**src/rtl/prog_loader_if.sv**
```systemverilog
// rtl/prog_loader_if.sv - byte stream in, instruction memory write port out
interface prog_loader_if #(
    parameter int AWIDTH = 8
) ();
    logic [7:0]        rx_data;
    logic              rx_valid;
    logic              rx_ready;
    logic              o_wr;
    logic [AWIDTH-1:0] o_waddr;
    logic [15:0]       o_wdata;

    // Loader side: consumes bytes, drives the memory write port
    modport master (
        input  rx_data,
        input  rx_valid,
        output rx_ready,
        output o_wr,
        output o_waddr,
        output o_wdata
    );

    // Byte source and instruction memory side
    modport slave (
        output rx_data,
        output rx_valid,
        input  rx_ready,
        input  o_wr,
        input  o_waddr,
        input  o_wdata
    );
endinterface

```
**src/rtl/prog_loader.sv**
```systemverilog
// rtl/prog_loader.sv - boot-time framed program loader into instruction memory
module prog_loader #(
    parameter int         AWIDTH    = 8,
    parameter int         BASE_ADDR = 0,
    parameter logic [7:0] MAGIC     = 8'hA5,
    parameter int         TIMEOUT   = 1000
) (
    input  logic          clk,
    input  logic          rst,
    prog_loader_if.master bus,
    output logic          cpu_hold,
    output logic          done,
    output logic          err
);
    // Idle counter holds 0..TIMEOUT-1; the TIMEOUT-th idle cycle aborts.
    localparam int                CW        = (TIMEOUT < 2) ? 1 : $clog2(TIMEOUT);
    localparam logic [CW-1:0]     IDLE_LAST = CW'(TIMEOUT - 1);
    localparam logic [AWIDTH-1:0] BASE      = AWIDTH'(BASE_ADDR);

    typedef enum logic [2:0] {
        S_IDLE,
        S_LEN,
        S_HI,
        S_LO,
        S_WRITE,
        S_CSUM,
        S_DONE,
        S_ERR
    } state_t;

    state_t        state;
    logic [7:0]    len;
    logic [7:0]    hi_byte;
    logic [7:0]    sum;
    logic [7:0]    word_idx;
    logic [CW-1:0] idle_cnt;

    logic       xfer;
    logic       counting;
    logic       timed_out;
    logic [7:0] word_next;

    assign xfer      = bus.rx_valid & bus.rx_ready;
    assign counting  = (state == S_LEN) || (state == S_HI) ||
                       (state == S_LO)  || (state == S_CSUM);
    assign timed_out = counting && !xfer && (idle_cnt == IDLE_LAST);
    assign word_next = word_idx + 8'd1;

    // Frame parser, write strobe generation and status outputs, all registered
    always_ff @(posedge clk) begin
        if (rst) begin
            state        <= S_IDLE;
            len          <= '0;
            hi_byte      <= '0;
            sum          <= '0;
            word_idx     <= '0;
            idle_cnt     <= '0;
            bus.rx_ready <= 1'b0;
            bus.o_wr     <= 1'b0;
            bus.o_waddr  <= BASE;
            bus.o_wdata  <= '0;
            cpu_hold     <= 1'b1;
            done         <= 1'b0;
            err          <= 1'b0;
        end else begin
            bus.o_wr     <= 1'b0;
            bus.rx_ready <= 1'b1;

            // Counter is cleared outside frame states so every entry starts from zero
            if (!counting || xfer) begin
                idle_cnt <= '0;
            end else begin
                idle_cnt <= idle_cnt + CW'(1);
            end

            if (timed_out) begin
                state <= S_ERR;
                err   <= 1'b1;
            end else begin
                case (state)
                    S_IDLE: begin
                        if (xfer && bus.rx_data == MAGIC) begin
                            state <= S_LEN;
                        end
                    end
                    S_LEN: begin
                        if (xfer) begin
                            len      <= bus.rx_data;
                            sum      <= '0;
                            word_idx <= '0;
                            state    <= (bus.rx_data == 8'd0) ? S_CSUM : S_HI;
                        end
                    end
                    S_HI: begin
                        if (xfer) begin
                            hi_byte <= bus.rx_data;
                            sum     <= sum + bus.rx_data;
                            state   <= S_LO;
                        end
                    end
                    S_LO: begin
                        if (xfer) begin
                            sum          <= sum + bus.rx_data;
                            bus.o_wr     <= 1'b1;
                            bus.o_wdata  <= {hi_byte, bus.rx_data};
                            bus.o_waddr  <= BASE + AWIDTH'(word_idx);
                            bus.rx_ready <= 1'b0;
                            state        <= S_WRITE;
                        end
                    end
                    S_WRITE: begin
                        word_idx <= word_next;
                        state    <= (word_next == len) ? S_CSUM : S_HI;
                    end
                    S_CSUM: begin
                        if (xfer) begin
                            if (bus.rx_data == sum) begin
                                state        <= S_DONE;
                                done         <= 1'b1;
                                cpu_hold     <= 1'b0;
                                bus.rx_ready <= 1'b0;
                            end else begin
                                state <= S_ERR;
                                err   <= 1'b1;
                            end
                        end
                    end
                    S_DONE: begin
                        bus.rx_ready <= 1'b0;
                    end
                    S_ERR: begin
                        if (xfer && bus.rx_data == MAGIC) begin
                            err   <= 1'b0;
                            state <= S_LEN;
                        end
                    end
                    default: begin
                        state <= S_IDLE;
                    end
                endcase
            end
        end
    end
endmodule

```
**src/flat_wrapper.sv**
```systemverilog
// flat-port wrapper written by rule: the top's interface ports become plain ports
module prog_loader_flat 
#(
    parameter int         AWIDTH    = 8,
    parameter int         BASE_ADDR = 0,
    parameter logic [7:0] MAGIC     = 8'hA5,
    parameter int         TIMEOUT   = 1000
)
  (clk, rst, cpu_hold, done, err, bus_rx_data, bus_rx_valid, bus_rx_ready, bus_o_wr, bus_o_waddr, bus_o_wdata);
  prog_loader_if #(.AWIDTH(AWIDTH)) bus_i ();
  input  logic clk;
  input  logic rst;
  output logic cpu_hold;
  output logic done;
  output logic err;
  input wire logic [$bits(bus_i.rx_data)-1:0] bus_rx_data;
  input wire logic [$bits(bus_i.rx_valid)-1:0] bus_rx_valid;
  output wire logic [$bits(bus_i.rx_ready)-1:0] bus_rx_ready;
  output wire logic [$bits(bus_i.o_wr)-1:0] bus_o_wr;
  output wire logic [$bits(bus_i.o_waddr)-1:0] bus_o_waddr;
  output wire logic [$bits(bus_i.o_wdata)-1:0] bus_o_wdata;
  assign bus_i.rx_data = bus_rx_data;
  assign bus_i.rx_valid = bus_rx_valid;
  assign bus_rx_ready = bus_i.rx_ready;
  assign bus_o_wr = bus_i.o_wr;
  assign bus_o_waddr = bus_i.o_waddr;
  assign bus_o_wdata = bus_i.o_wdata;
  prog_loader #(.AWIDTH(AWIDTH), .BASE_ADDR(BASE_ADDR), .MAGIC(MAGIC), .TIMEOUT(TIMEOUT)) u_core (.clk(clk), .rst(rst), .bus(bus_i), .cpu_hold(cpu_hold), .done(done), .err(err));
endmodule
```
**config.mk**
```make
export PLATFORM = sky130hd
export DESIGN_NAME = prog_loader_flat
export DESIGN_NICKNAME = d
export VERILOG_FILES = /design/src/rtl/prog_loader_if.sv /design/src/rtl/prog_loader.sv /design/src/flat_wrapper.sv
export SDC_FILE = /design/constraint.sdc
export NUM_CORES = 1
export LEC_CHECK = 0
export CORE_AREA = 2 2 139 114
export CTS_CLUSTER_DIAMETER = 40
export DETAILED_ROUTE_END_ITERATION = 8
export DIE_AREA = 0 0 141 116
export PLACE_DENSITY_LB_ADDON = 0.1
export SYNTH_ARGS = -nofsm -noshare
export SYNTH_HDL_FRONTEND = slang
export SYNTH_SLANG_ARGS = --single-unit
```
**constraint.sdc**
```tcl
create_clock -name clk -period 2.3 [get_ports clk]
set_input_delay 0.345 -clock clk [delete_from_list [all_inputs] [get_ports clk]]
set_output_delay 0.345 -clock clk [all_outputs]
set_load 0.03 [all_outputs]
```
* After elaboration in Yosys (flattened, before gate mapping)
Index checks and enable logic that the tools add are counted.
** Storage, ports and cells
- Input bits :: 11
- Memories :: 0
- Latch bits :: 0
- Output and inout bits :: 29
- Logic and storage cells :: 91
- Register bits :: 74
- Memory bits (writable) :: 0
- Memory bits (read-only) :: 0
** Cells by class
- Reduce and logical (&&, ||, !) cells :: 27
- Multipliers :: 0
- Muxes and demuxes :: 25
- Bitwise gates (word level) :: 3
- Eq/ne operators :: 20
- Add/sub/neg operators :: 3
- Shift operators :: 0
- $lt $le $gt $ge :: 0
- Div/mod/pow operators :: 0
** Operators by type and width (count)
- $pmux W8 S2 :: 2
- $mux W3 :: 8
- $ne A3 B1 Y1 const B :: 6
- $pmux W3 S6 :: 1
- $eq A8 B8 Y1 :: 2
- $mux W8 :: 2
- $eq A3 B3 Y1 const B :: 4
- $reduce_and A3 Y1 :: 4
- $reduce_and A4 Y1 :: 3
- $add A10 B1 Y10 const B :: 1
- $eq A10 B10 Y1 const B :: 1
- $mux W1 :: 10
- $add A8 B1 Y8 const B :: 1
- $add A8 B8 Y8 :: 1
- $eq A8 B8 Y1 const B :: 1
- $logic_not A8 Y1 :: 1
- $reduce_bool A7 Y1 :: 1
- $eq A3 B2 Y1 const B :: 2
- $reduce_and A6 Y1 :: 1
- $reduce_or A2 Y1 :: 3
- $logic_or A1 B1 Y1 :: 4
- $ne A2 B1 Y1 const B :: 2
- $reduce_bool A2 Y1 :: 2
- $eq A3 B1 Y1 const B :: 1
- 10 further kinds :: 14

* Longest topological paths before layout
- Depth after elaboration :: 8
- Depth in mapped cells :: 8
- Mapped depth without buffers :: 8

* Worst setup path after synthesis
OpenSTA, ideal clock, no wires.
- Path kind :: register to register
- Start :: reg u_core.word_idx[0]
- End :: reg u_core.state[2]
- Setup time :: 0.103 ns
- Path buffers :: 0
- Clock period less this slack :: 2.037 ns
- Arrival time :: 1.934 ns
- Data required time :: 2.197 ns
- Slack :: 0.263 ns
- Stages on the path, launching flop included :: 8
- Cell sequence :: dfxtp_1 > ha_1 > xor2_1 > nor3_1 > o2111ai_2 > a2111oi_4 > nor2_2 > a2111oi_2
** On the way
- Longest elaborated chain between the ends :: 5
** Ends and longest elaborated chain
- start, declared :: line prog_loader.sv:35 : logic [7:0] word_idx;
- start signal, assigned :: line prog_loader.sv:112 : word_idx <= word_next;
- $add A8 B1 Y8 :: line prog_loader.sv:47 : assign word_next = word_idx + 8'd1;
- $eq A8 B8 Y1 :: line prog_loader.sv:113 : state <= (word_next == len) ? S_CSUM : S_HI;
- $mux W3 :: line prog_loader.sv:113
- $pmux W3 S6 :: line prog_loader.sv:80 : case (state)
- $mux W3 :: line prog_loader.sv:76 : if (timed_out) begin
- end signal, assigned :: line prog_loader.sv:91 : state <= (bus.rx_data == 8'd0) ? S_CSUM : S_HI;
- end signal, assigned :: line prog_loader.sv:113
- end, declared :: line prog_loader.sv:31 : state_t state;
No other way between the ends.
A chain may end at the register's enable or synchronous reset.

* Final worst setup path
- Start :: in bus_rx_data[0]
- End :: reg u_core.sum[7]
** On the way
- Longest elaborated chain between the ends :: 3
** Ends and longest elaborated chain
- start, declared :: line flat_wrapper.sv:16 : input wire logic [$bits(bus_i.rx_data)-1:0] bus_rx_data;
- $add A8 B8 Y8 :: line prog_loader.sv:97, prog_loader.sv:103
- $mux W8 :: line prog_loader.sv:95, prog_loader.sv:102
- $pmux W8 S2 :: line prog_loader.sv:80
- end signal, assigned :: line prog_loader.sv:97 : sum <= sum + bus.rx_data;
- end signal, assigned :: line prog_loader.sv:103 : sum <= sum + bus.rx_data;
- end, declared :: line prog_loader.sv:34 : logic [7:0] sum;
No other way between the ends. The select of a mux whose other input is x is not followed.

==> flow_results.xml <==
<?xml version="1.0" encoding="UTF-8"?>
<metrics>
  <group name="status">
    <metric name="outcome" unit="">finished, final reports clean</metric>
  </group>
  <group name="power">
    <metric name="worst_ir_drop_vdd" unit="V">0.000339</metric>
    <metric name="cellPowerDensity" unit="nW/um^2">584</metric>
    <metric name="cellLeakagePower" unit="nW">1.75</metric>
  </group>
  <group name="yosys">
    <metric name="arithmetic_cell_share_of_the_synthesized_area_counting_full_adders_half_adders_and_majority_gates" unit="%">3.59</metric>
    <metric name="synth_area_leader_cell" unit="">sky130_fd_sc_hd__dfxtp_1</metric>
    <metric name="syn-num-nets" unit="">453</metric>
    <metric name="synth_xor_area_share" unit="%">4.26</metric>
    <metric name="yosysMostFrequentCell" unit="">sky130_fd_sc_hd__dfxtp_1</metric>
    <metric name="ys_top_cells_by_area" unit="">sky130_fd_sc_hd__dfxtp_1 (40%), sky130_fd_sc_hd__a21oi_1 (7.3%), sky130_fd_sc_hd__nand2_1 (6.7%), sky130_fd_sc_hd__mux2i_1 (4.3%), sky130_fd_sc_hd__nor2_1 (3.6%)</metric>
    <metric name="synth.distinct_cells" unit="">61</metric>
    <metric name="fraction_of_the_mapped_netlist_area_in_simple_logic_gates" unit="%">26.0</metric>
    <metric name="synth-edff-count" unit="">0</metric>
    <metric name="ys_warn_count" unit="">0</metric>
    <metric name="predominant_post_synthesis_flop_cell" unit="">sky130_fd_sc_hd__dfxtp_1</metric>
    <metric name="synth_sequential_area_ratio" unit="%">40.1</metric>
    <metric name="combinational_family_with_the_most_area_after_synthesis" unit="">simple AND/OR/NAND/NOR gates</metric>
    <metric name="synth.avg_cell_area" unit="um^2">8.56</metric>
    <metric name="synth_compound_gate_area_share" unit="%">17.4</metric>
    <metric name="postSynthRegisterBits" unit="">74</metric>
    <metric name="post-synth-top-area-fraction" unit="%">40.1</metric>
    <metric name="post_synthesis_mux_area_share" unit="%">4.33</metric>
    <metric name="synthArstFlopShare" unit="%">0</metric>
    <metric name="syn_inst" unit="">432</metric>
    <metric name="synth_top_cells_by_count" unit="">sky130_fd_sc_hd__dfxtp_1 (74), sky130_fd_sc_hd__nand2_1 (66), sky130_fd_sc_hd__a21oi_1 (54)</metric>
    <metric name="synth_area" unit="um^2">3700</metric>
  </group>
  <group name="cts">
    <metric name="cts_tree" unit="">yes</metric>
    <metric name="cts_stage_hold_buffer_count" unit="">0</metric>
    <metric name="cts-root-to-sink-buffers" unit="">2</metric>
    <metric name="cts_made_buffers" unit="">9</metric>
    <metric name="numClockSinks" unit="">74</metric>
    <metric name="clkTransAtPathRegs" unit="ns">0.06</metric>
    <metric name="clock_tree.root_cell" unit="">sky130_fd_sc_hd__clkbuf_16</metric>
    <metric name="ctsHtreeMaxLevel" unit="">3</metric>
    <metric name="worst_skew_pair.late_latency" unit="ns">0.34</metric>
  </group>
  <group name="timing">
    <metric name="timing_max_transition_violations_final" unit="">0</metric>
    <metric name="setup_total_negative_slack" unit="ns">0</metric>
    <metric name="grt_setup_unrepaired" unit="">false</metric>
    <metric name="period_needed" unit="ns">2.15</metric>
    <metric name="fin_crit_sh" unit="%">93.7</metric>
    <metric name="timing_hold_violations_final" unit="">0</metric>
    <metric name="worst_clock_skew" unit="ns">0.00974</metric>
    <metric name="timing_worst_slew_pin_value" unit="ns">0.729</metric>
    <metric name="setup_viol_count_final" unit="">0</metric>
    <metric name="clock.fmax" unit="MHz">464</metric>
    <metric name="postLayoutSetupSlackWorst" unit="ns">0.145</metric>
    <metric name="worst_slew_margin_rel" unit="%">51.4</metric>
  </group>
  <group name="global_routing">
    <metric name="gr-total-overflow" unit="">0</metric>
    <metric name="grt_max_degree" unit="">38</metric>
    <metric name="grt_pass1_vias" unit="">3139</metric>
    <metric name="global_route.usage.total" unit="%">13.3</metric>
    <metric name="grt_pass1_wl" unit="um">16900</metric>
    <metric name="grt_antenna_before_repair" unit="">0</metric>
  </group>
  <group name="worst_setup_path">
    <metric name="timing.setup.critical_path_class" unit="">in2reg</metric>
    <metric name="timing.critical_path.from_type" unit="">primary input</metric>
    <metric name="cp_data_required_time" unit="ns">2.58</metric>
    <metric name="setup.worst_path.end_class" unit="">register</metric>
    <metric name="crit_path_max_fanout" unit="">3</metric>
    <metric name="crit_path_arrival_time" unit="ns">2.44</metric>
  </group>
  <group name="routing">
    <metric name="post_drt_wl_per_cell" unit="um">14.5</metric>
    <metric name="initialDrtViolationCount" unit="">182</metric>
    <metric name="antenna_left" unit="">0</metric>
    <metric name="detailroute.via_count" unit="">3278</metric>
    <metric name="remaining_drc_errors" unit="">0</metric>
    <metric name="vias_per_cell" unit="">4.67</metric>
    <metric name="wirelength" unit="um">10200</metric>
    <metric name="detail_route.first_pass.iterations" unit="">4</metric>
  </group>
  <group name="floorplanning">
    <metric name="fp.dieW" unit="um">141</metric>
    <metric name="rows" unit="">40</metric>
    <metric name="fp.dieH" unit="um">116</metric>
    <metric name="start_util" unit="%">24.9</metric>
    <metric name="core_area" unit="um^2">14900</metric>
    <metric name="boundaryPins" unit="">40</metric>
    <metric name="full_die_area" unit="um^2">16400</metric>
  </group>
  <group name="cells_and_area">
    <metric name="finish.utilization" unit="%">32.9</metric>
    <metric name="nNetsFinal" unit="">529</metric>
    <metric name="area.growth.synth_to_final" unit="%">32.3</metric>
    <metric name="drive_above_1_share" unit="%">16.6</metric>
    <metric name="antennaDiodeCount" unit="">0</metric>
  </group>
  <group name="run">
    <metric name="max_cap_violations" unit="">0</metric>
  </group>
  <group name="placed_design">
    <metric name="port_buffers" unit="">39</metric>
    <metric name="finalWeightedCongestion" unit="">0.780</metric>
    <metric name="hpwlAfterDp" unit="um">7310</metric>
    <metric name="place_worst_setup_slack" unit="ns">-0.381</metric>
  </group>
  <group name="min_path">
    <metric name="kind_of_path_behind_the_tightest_hold_check" unit="">reg2reg</metric>
  </group>
</metrics>
[path summary, 6_finish.rpt]
check	startpoint	end	slack, ns	cells past startpoint
setup / recovery	bus_rx_data[0]	u_core.sum[7]$_SDFFE_PP0P_	0.15	8
hold / removal	u_core.idle_cnt[0]$_SDFF_PP0_	u_core.idle_cnt[0]$_SDFF_PP0_	0.44	1
setup reg to reg	u_core.word_idx[0]$_SDFFE_PP0P_	u_core.state[2]$_SDFFE_PP0P_	0.19	7
hold reg to reg	u_core.idle_cnt[0]$_SDFF_PP0_	u_core.idle_cnt[0]$_SDFF_PP0_	0.44	1
[flip-flops by register name (all words and copies together), names as in the netlist, 3 cells and up]
| name | count |
|---|---|
| u_core.bus.o_waddr | 8 |
| u_core.idle_cnt | 10 |
| u_core.len | 8 |
| u_core.hi_byte | 8 |
| u_core.sum | 8 |
| u_core.word_idx | 8 |
| u_core.state | 3 |
| u_core.bus.o_wdata | 16 |
[cell usage in the layout (no fill, tap or decap), types with 6 or more instances in the layout]
cell                              netlist  routed
sky130_fd_sc_hd__dfxtp_1               74      74
sky130_fd_sc_hd__nand2_1               66      66
sky130_fd_sc_hd__a21oi_1               54      54
sky130_fd_sc_hd__buf_4                  4      48
sky130_fd_sc_hd__nor2_1                35      35
sky130_fd_sc_hd__clkdlybuf4s50_1        0      35
sky130_fd_sc_hd__nand3_1               20      20
sky130_fd_sc_hd__mux2i_1               16      16
sky130_fd_sc_hd__or3_1                 11      11
sky130_fd_sc_hd__xnor2_1               10      10
sky130_fd_sc_hd__o21ai_1                9       9
sky130_fd_sc_hd__clkbuf_16              0       9
sky130_fd_sc_hd__a21o_1                 8       8
sky130_fd_sc_hd__xor2_1                 8       8
sky130_fd_sc_hd__ha_1                   9       8
sky130_fd_sc_hd__inv_1                  6       6
[where the power goes]
| group | leakage (nW) | switching, W | total [W] | internal (W) |
|---|---|---|---|---|
| clock network | 0.142 | 0.000572 | 0.00145 | 0.000876 |
| logic | 1.01 | 0.0000709 | 0.000125 | 0.0000541 |
| registers | 0.596 | 0.00000248 | 0.00129 | 0.00128 |
| total | 1.75 | 0.000645 | 0.00286 | 0.00221 |
[critical path: stages]
cell                              delay, ns
sky130_fd_sc_hd__clkdlybuf4s50_1       0.48
sky130_fd_sc_hd__ha_2                  0.25
sky130_fd_sc_hd__a211oi_1              0.23
sky130_fd_sc_hd__o21bai_1              0.13
sky130_fd_sc_hd__a31o_1                0.26
sky130_fd_sc_hd__or4b_1                0.48
sky130_fd_sc_hd__a31oi_1               0.16
sky130_fd_sc_hd__or3_1                 0.11
[stage by stage]
stage	instances	area, um^2	total power (W)	hold slack [ns]
floorplan	432	3700	0.00137	0.413
global placement	685	4570	0.00144	0.426
detailed placement	685	4570	0.00144	0.434
CTS	701	4880	0.00292	0.445
global route	702	4890	0.00298	0.452
finish	702	4890	0.00286	0.444
[cell families after synthesis]
group                      Yosys count
adders and majority gates           10
muxes                               16
and+or+nand+nor                    184
buffers and inverters               30
AOI/OAI and AO/OA                  100
xor gates and xnor gates            18
DFF                                 74
[layout make-up]
type / instances / area, um^2
clock buffer: 11 / 243
multi-input combinational: 328 / 2060
tap: 189 / 236
fill: 1538 / 9970
inverter: 6 / 22.5
sequential: 74 / 1480
timing repair buffer: 89 / 790
clock inverter: 5 / 62.6
[layer usage]
layer / wire length, um / GRT usage (%) / share of wire, %
met1: 5590 / 19.2 / 55
met2: 4130 / 19.3 / 40
met3: 369 / 3.55 / 3.6
met4: 112 / 4.53 / 1.1
met5: 0 / 0 / 0
[timing repair]
action | CTS | global route
setup buffers | 0 | 1
gates cloned | 0 | 0
pin swaps | 0 | 2
endpoints found under the setup margin | 1 | 3
resized for setup | 1 | 3
No activity file was read; power rests on OpenSTA's default activity.
